**config.mk**
```make
export PLATFORM = sky130hd
export DESIGN_NAME = i3c_hdr_mode_ctrl
export DESIGN_NICKNAME = d
export VERILOG_FILES = /design/src/rtl/i3c_hdr_mode_ctrl.sv
export SDC_FILE = /design/constraint.sdc
export NUM_CORES = 1
export LEC_CHECK = 0
export CAP_MARGIN = 25
export CELL_PAD_IN_SITES_DETAIL_PLACEMENT = 0
export CELL_PAD_IN_SITES_GLOBAL_PLACEMENT = 1
export CORE_MARGIN = 4
export CORE_UTILIZATION = 35
export CTS_CLUSTER_DIAMETER = 50
export DETAILED_ROUTE_END_ITERATION = 12
export GPL_TIMING_DRIVEN = 0
export PLACE_DENSITY = 0.68
export SLEW_MARGIN = 5
export SYNTH_ARGS = -nofsm -noshare
export SYNTH_HDL_FRONTEND = slang
export SYNTH_SLANG_ARGS = --single-unit
```
**constraint.sdc**
```tcl
create_clock -name CLK -period 1.26 [get_ports CLK]
set_input_delay 0.252 -clock CLK [delete_from_list [all_inputs] [get_ports CLK]]
set_output_delay 0.252 -clock CLK [all_outputs]
set_load 0.02 [all_outputs]
```
**src/rtl/i3c_hdr_mode_ctrl.sv**
```systemverilog
// rtl/i3c_hdr_mode_ctrl.sv - system-clock HDR mode sequencer behind the I3C HDR exit/restart detector
//
// Purpose:
//   Tracks ENTHDRn entry from the SDR CCC decoder and runs the HDR session
//   state machine. It resynchronizes the detector's asynchronous exit and
//   restart levels, and returns in_HDR_mode / HDR_restart_ack to the detector.
//   It also issues single-cycle exit and restart events to the HDR engines.
//
// Parameters:
//   ENA_HDR      HDR support mask (bit0 DDR, bit1 TSP, bit2 TSL); 0 disables HDR and the restart path
//   SYNC_STAGES  synchronizer depth for the raw detector levels (2..4)
//   ACK_HOLD     minimum number of CLK cycles HDR_restart_ack stays high (1..15)
//
// Ports:
//   CLK              system clock
//   RST              asynchronous active-high reset
//   ccc_enthdr       one-cycle pulse, SDR decoder accepted ENTHDRn
//   ccc_hdr_code     n of ENTHDRn, valid with ccc_enthdr
//   raw_hdr_exit     detector oHDR_exit, asynchronous level
//   raw_hdr_restart  detector oHDR_restart, asynchronous level
//   in_HDR_mode      1 while in any HDR session, including ignored modes
//   HDR_restart_ack  clears the detector's restart flag
//   hdr_mode         ENTHDR code of the current or last HDR session
//   hdr_active       1 only in a supported HDR mode (engine enable)
//   hdr_exit_evt     one-cycle pulse on an accepted exit
//   hdr_restart_evt  one-cycle pulse on an accepted restart
//   hdr_unsup        sticky, last ENTHDR code was unsupported

module i3c_hdr_mode_ctrl #(
    parameter logic [2:0] ENA_HDR     = 3'b000,
    parameter int          SYNC_STAGES = 2,
    parameter int          ACK_HOLD    = 4
) (
    input  logic       CLK,
    input  logic       RST,
    input  logic       ccc_enthdr,
    input  logic [2:0] ccc_hdr_code,
    input  logic       raw_hdr_exit,
    input  logic       raw_hdr_restart,
    output logic       in_HDR_mode,
    output logic       HDR_restart_ack,
    output logic [2:0] hdr_mode,
    output logic       hdr_active,
    output logic       hdr_exit_evt,
    output logic       hdr_restart_evt,
    output logic       hdr_unsup
);

    typedef enum logic [2:0] {
        ST_SDR    = 3'd0,
        ST_HDR    = 3'd1,
        ST_IGNORE = 3'd2,
        ST_RACK   = 3'd3,
        ST_EXIT   = 3'd4
    } state_t;

    localparam logic       HAS_HDR   = |ENA_HDR;
    localparam logic [7:0] ENA_VEC   = {5'b00000, ENA_HDR};
    localparam logic [3:0] ACK_LOAD  = 4'(ACK_HOLD);

    state_t                 state;
    logic [SYNC_STAGES-1:0] exit_sh;
    logic [SYNC_STAGES-1:0] restart_sh;
    logic                   exit_prev;
    logic                   restart_prev;
    logic                   exit_sync;
    logic                   restart_sync;
    logic                   exit_rise;
    logic                   restart_rise;
    logic                   code_ok;
    logic                   ack_q;
    logic [3:0]             ack_cnt;

    // Synchronizer chains followed by one edge flop each.
    always_ff @(posedge CLK or posedge RST) begin
        if (RST) begin
            exit_sh      <= '0;
            restart_sh   <= '0;
            exit_prev    <= 1'b0;
            restart_prev <= 1'b0;
        end else begin
            exit_sh      <= {exit_sh[SYNC_STAGES-2:0], raw_hdr_exit};
            restart_sh   <= {restart_sh[SYNC_STAGES-2:0], raw_hdr_restart};
            exit_prev    <= exit_sh[SYNC_STAGES-1];
            restart_prev <= restart_sh[SYNC_STAGES-1];
        end
    end

    assign exit_sync    = exit_sh[SYNC_STAGES-1];
    assign restart_sync = restart_sh[SYNC_STAGES-1];
    assign exit_rise    = exit_sync & ~exit_prev;
    assign restart_rise = restart_sync & ~restart_prev;

    // Codes above TSL index the zero-padded upper bits and read back as unsupported.
    assign code_ok = ENA_VEC[ccc_hdr_code] & (ccc_hdr_code <= 3'd2);

    // With no HDR support the restart handshake does not exist at all.
    assign HDR_restart_ack = HAS_HDR ? ack_q : 1'b0;

    always_ff @(posedge CLK or posedge RST) begin
        if (RST) begin
            state           <= ST_SDR;
            in_HDR_mode     <= 1'b0;
            ack_q           <= 1'b0;
            hdr_mode        <= 3'd0;
            hdr_active      <= 1'b0;
            hdr_exit_evt    <= 1'b0;
            hdr_restart_evt <= 1'b0;
            hdr_unsup       <= 1'b0;
            ack_cnt         <= 4'd0;
        end else begin
            hdr_exit_evt    <= 1'b0;
            hdr_restart_evt <= 1'b0;

            case (state)
                ST_SDR: begin
                    in_HDR_mode <= 1'b0;
                    hdr_active  <= 1'b0;
                    ack_q       <= 1'b0;
                    // Detector edges seen here are consumed by the edge flops and never replayed.
                    if (ccc_enthdr) begin
                        hdr_mode    <= ccc_hdr_code;
                        in_HDR_mode <= 1'b1;
                        if (code_ok) begin
                            state      <= ST_HDR;
                            hdr_active <= 1'b1;
                            hdr_unsup  <= 1'b0;
                        end else begin
                            state      <= ST_IGNORE;
                            hdr_active <= 1'b0;
                            hdr_unsup  <= 1'b1;
                        end
                    end
                end

                ST_HDR: begin
                    // Exit has priority over a restart rising in the same cycle.
                    if (exit_rise) begin
                        state        <= ST_EXIT;
                        in_HDR_mode  <= 1'b0;
                        hdr_active   <= 1'b0;
                        hdr_exit_evt <= 1'b1;
                    end else if (restart_rise && HAS_HDR) begin
                        state           <= ST_RACK;
                        hdr_active      <= 1'b0;
                        ack_q           <= 1'b1;
                        hdr_restart_evt <= 1'b1;
                        ack_cnt         <= ACK_LOAD;
                    end
                end

                ST_IGNORE: begin
                    if (exit_rise) begin
                        state        <= ST_EXIT;
                        in_HDR_mode  <= 1'b0;
                        hdr_exit_evt <= 1'b1;
                    end
                end

                ST_RACK: begin
                    if (exit_rise) begin
                        state        <= ST_EXIT;
                        in_HDR_mode  <= 1'b0;
                        ack_q        <= 1'b0;
                        hdr_exit_evt <= 1'b1;
                    end else if (ack_cnt == 4'd0 && !restart_sync) begin
                        // Release only once the detector has dropped its restart level.
                        state      <= ST_HDR;
                        ack_q      <= 1'b0;
                        hdr_active <= 1'b1;
                    end else if (ack_cnt != 4'd0) begin
                        ack_cnt <= ack_cnt - 4'd1;
                    end
                end

                ST_EXIT: begin
                    // Wait for the detector to clear its exit level before accepting SDR traffic.
                    if (!exit_sync) begin
                        state <= ST_SDR;
                    end
                end

                default: begin
                    state       <= ST_SDR;
                    in_HDR_mode <= 1'b0;
                    hdr_active  <= 1'b0;
                    ack_q       <= 1'b0;
                end
            endcase
        end
    end

endmodule

```
Yosys cells after proc, flatten, opt, wreduce, memory -nomap -nowiden
Memories as Yosys holds them, arrays and structs flattened.
Cells that the tools add are included.
Widths: inputs -> output; s select.
{"block": "word_totals", "regBits": 19, "romBits": 8, "word_cells": 65, "mem_count": 1}
{"block": "op_classes", "addsub": 1, "n_lt_le_gt_ge": 2, "n_eq_ne": 12, "mux": 19, "n_bitwise": 7, "n_reduce_logical": 13}
{"memory": "(no name shown)", "depth": 8, "word_bits": 1, "rd": 1, "rd_ports_with_merged_regs": 0, "wr": 0, "line_no": "95", "rtl": "assign code_ok = ENA_VEC[ccc_hdr_code] & (ccc_hdr_code <= 3'd2);"}
{"cell": "$mux 3", "count": 5}
{"cell": "$pmux 3 s4", "count": 1}
{"cell": "$reduce_and 4->1", "count": 3}
{"cell": "$mux 1", "count": 10}
{"cell": "$ne 2x2->1 const B", "count": 5}
{"cell": "$eq 3x2->1 const B", "count": 2}
{"cell": "$not 1->1", "count": 5}
{"cell": "$logic_not 4->1", "count": 1}
{"cell": "$lt 3x4->1 const B", "count": 1}
{"cell": "$ne 2x1->1 const B", "count": 2}
{"cell": "$pmux 1 s4", "count": 1}
{"cell": "$reduce_and 2->1", "count": 2}
{"cell": "$reduce_bool 4->1", "count": 1}
{"cell": "$reduce_or 2->1", "count": 2}
{"cell": "$sub 4x1->4 const B", "count": 1}
{"cell": "$eq 3x1->1 const B", "count": 1}
{"cell": "$eq 3x3->1 const B", "count": 1}
{"cell": "$le 3x2->1 const B", "count": 1}
{"cell": "$logic_not 3->1", "count": 1}
{"cell": "$ne 3x3->1 const B", "count": 1}
{"cell": "$pmux 1 s3", "count": 1}
{"cell": "$reduce_or 3->1", "count": 1}
{"cell": "$and 1x1->1", "count": 2}
{"cell": "$mux 2", "count": 1}
{"cell": "other kinds (2)", "count": 2}

Longest topological paths before layout
{"block": "depth", "word_depth": 6, "ltp_mapped": 5, "mapped_depth_nobuf": 5}

Worst setup path after synthesis
Ideal clock, no wire load.
{"block": "synth_timing", "path_type": "register -> register", "startpoint": "register ack_cnt[0]", "endpoint": "register ack_cnt[1]", "setup_time_ns": 0.079, "arrival_time_ns": 1.267, "t_required_ns": 1.181, "path_slack_ns": -0.086, "path_stages_with_launch": 6, "n_path_buf": 0, "synth_period_minus_slack_ns": 1.346, "cell_sequence": "dfrtp_1 inv_1 ha_1 or3b_1 nand4_1 mux2i_1"}
{"block": "synth_via", "elab_chain_len": 4}
{"item": "from (decl)", "line_no": "72", "rtl": "logic [3:0] ack_cnt;"}
{"item": "from (signal assigned)", "line_no": "172", "rtl": "ack_cnt <= ack_cnt - 4'd1;"}
{"item": "parallel branches: the longest is 4 deep, another holds $sub 4x1->4"}
Parallel ways; which one is timed is not known.
A chain may end at the register's enable or synchronous reset.

Worst setup path in the final report
{"block": "layout_timing", "startpoint": "register ack_cnt[1]", "endpoint": "register ack_cnt[1]"}
Same word-level chain as after synthesis.

==> results.yml <==
logic_synthesis:
  muxShareOfSynthArea: 0.0912
  synth_cells: 68
  postSynth.asyncResetShare: 1.00
  ys_types: 31
  yosys.area_share.simple: 0.176
  synth-edff-count: 0
  synth_top_family_by_area: "simple AND/OR/NAND/NOR gates"
  ys_warn_count: 0
  synth.largest_area_cell: "dfrtp_1"
  yosysSeqAreaShare: 0.559
  synth-seq-cells: 19
  synth_compound_area_frac: 0.0691
  synth.avg_cell_area_um2: 12.5
  synth_fa_ha_area_frac: 0.0147
  syn_area_um2: 851
  synth_top_cell_area_share: 0.559
  synth_area_leaders: "dfrtp_1 (56%), mux2_4 (5.3%), nor4b_2 (3.5%), buf_4 (2.6%), buf_6 (2.6%)"
  synthFlopType: "dfrtp_1"
  synth_xor_area_frac: 0.0103
final_layout:
  syn_to_final_growth_pct: 31.5
  final_cell_mix: "dfrtp_1 (19), buf_4 (11), clkdlybuf4s50_1 (7)"
  layout.cells.non_filler: 123
  finish.utilization: 0.496
  diodes: 0
  fillers: 225
  multi_input_area_um2: 344
  nets: 105
  final_common_cell: "dfrtp_1"
  drive_gt1_frac: 0.379
  regArea_um2: 475
floorplanning:
  chipHeight_um: 57.3
  start_util: 0.377
  top_level_ports: 17
  die_w_um: 57.3
  row_count: 17
  dieArea_um2: 3280
  core_um2: 2250
worst_setup_path:
  startpoint_type: "register"
  crit_required_ns: 1.49
  r2r_start: "ack_cnt[1]"
  end_kind: "register"
  cp_max_fo: 4
  rr_endpoint: "ack_cnt[1]"
  r2r_slack_ns: -0.11
  path_class: "register to register"
  crit_arrival_ns: 1.60
  ff2ff_path_depth: 5
sta:
  slew_violations: 0
  hold_violations: 0
  worst_pin_slew_ns: 0.714
  relSlewSlack: 0.524
  period_minus_slack_ns: 1.37
  rsz0062_at_grt: "yes"
  fin_ws_ns: -0.106
  final.period_utilization: 1.08
  whs_ns: 0.356
  setup_viol: 4
  fin_skew_ns: 0.00903
  max_freq_ghz: 0.732
route:
  drcViolationCount: 0
  wl_per_cell_um: 12.0
  wl_um: 1470
  vias: 583
  dr.pass1.iters: 2
  m1WireLength_um: 676
  top_layer: "met4"
  drtIter0Drc: 4
  drtAntennaViolNets: 0
  wl_met3_um: 110
  viasPerCell: 4.74
  wl_met2_um: 655
grt:
  grt_max_degree: 20
  grt_pass1_vias: 561
  track_usage: 0.0982
  grt_antenna_before_repair: 0
  grt_remaining_overflow: 0
  grt_first_pass_wirelength_um: 2450
place:
  dp_slack_ns: -0.203
  hpwlAfterDp_um: 965
  dp_cells: 111
  gp_congestion: 0.655
  port_buffers: 14
clocking:
  cts_inserted_buffers: 3
  clock_latency_ns: 0.30
  numClockSinks: 19
  cts_hold_buffers: 0
  cts.reportedPaths.clkPinSlew_ns: 0.11
  cts-htree-levels: 1
  root_buffer: "clkbuf_4"
  cts_tree: "done"
  clockBufferDepth: 2
run_status:
  failed_checks: "negative setup slack"
  outcome: "finished, violations left"
min_path:
  min_path_type: "input pin to async pin"
pwr:
  leakage_nw: 0.540
  p_total_w: 0.00172
  power_density_nw_per_um2: 1530
  peakVddDrop_v: 0.000806
job:
  maxCapViolCount: 0
## synthesized netlist by cell type, drive strengths merged, types with 2 or more instances
cell   count
nor2       4
nand2      4
nor4b      2
and3       2
a21oi      3
nand4      2
inv        5
buf        5
nor2b      2
dfrtp     19
mux2       5
## final cells by class
type,instances,share of cell area
sequential,19,0.425
multi-input combinational,40,0.308
timing repair buffer,23,0.162
buffer,4,0.0336
tap,28,0.0313
clock buffer,4,0.0235
inverter,5,0.0168
## flip-flops by register name (all words and copies together), names as in the netlist
register and cells:
ack_cnt 4, exit_prev 1, exit_sh 2, hdr_active 1
hdr_exit_evt 1, hdr_mode 3, hdr_unsup 1, in_HDR_mode 1
restart_sh 2, state 3
## per-layer routing
metal / vias up / global-route usage
met5: - / 0
met4: 0 / 0.0596
met3: 4 / 0.0249
met2: 18 / 0.147
met1: 276 / 0.127
li1: 285 / -
## worst max path at each step
stage,from,slack [ns],cells past startpoint,end
after floorplan,ack_cnt[0],-0.07,5,ack_cnt[1]
after global placement,ccc_enthdr,-0.21,4,hdr_mode[1]
after detailed placement,ccc_enthdr,-0.20,4,hdr_mode[0]
after CTS,ack_cnt[1],-0.1,5,ack_cnt[1]
after global routing,ack_cnt[1],-0.19,5,ack_cnt[1]
final,ack_cnt[1],-0.11,5,ack_cnt[1]
## report_power, final
group / internal [W] / switching (W)
sequential: 0.000711 / 0.0000484
clock: 0.000123 / 0.000183
combinational: 0.000335 / 0.000317
## timing repair
item                                    CTS  global route
endpoints found under the setup margin   14            14
endpoints found under the hold margin     0             0
setup buffers                             5             4
gates resized for setup                  18             9
pin swaps                                 5             5
## cells by family (layout without fill, tap and decap cells)
logic type	count (synthesis)	in the layout
buffers and inverters	10	36
DFF	19	19
other	1	2
muxes	6	6
xor gates and xnor gates	1	1
and+or+nand+nor	22	22
adders and majority gates	1	1
AOI/OAI and AO/OA	8	8
## through the flow
stage / instance area (um^2) / TNS (ns)
detailed placement: 1030 / -1.06
CTS: 1090 / -0.225
floorplan: 857 / -0.204
global route: 1120 / -0.715
global placement: 1030 / -1.10
finish: 1120 / -0.257
## critical path, cell delays in order, from the launching register on
cell and delay (ns):
dfrtp_1 0.41, inv_2 0.08, ha_4 0.14, or3b_1 0.34
nand4_1 0.14, mux2i_1 0.19
(Power assumes the default switching activity.)
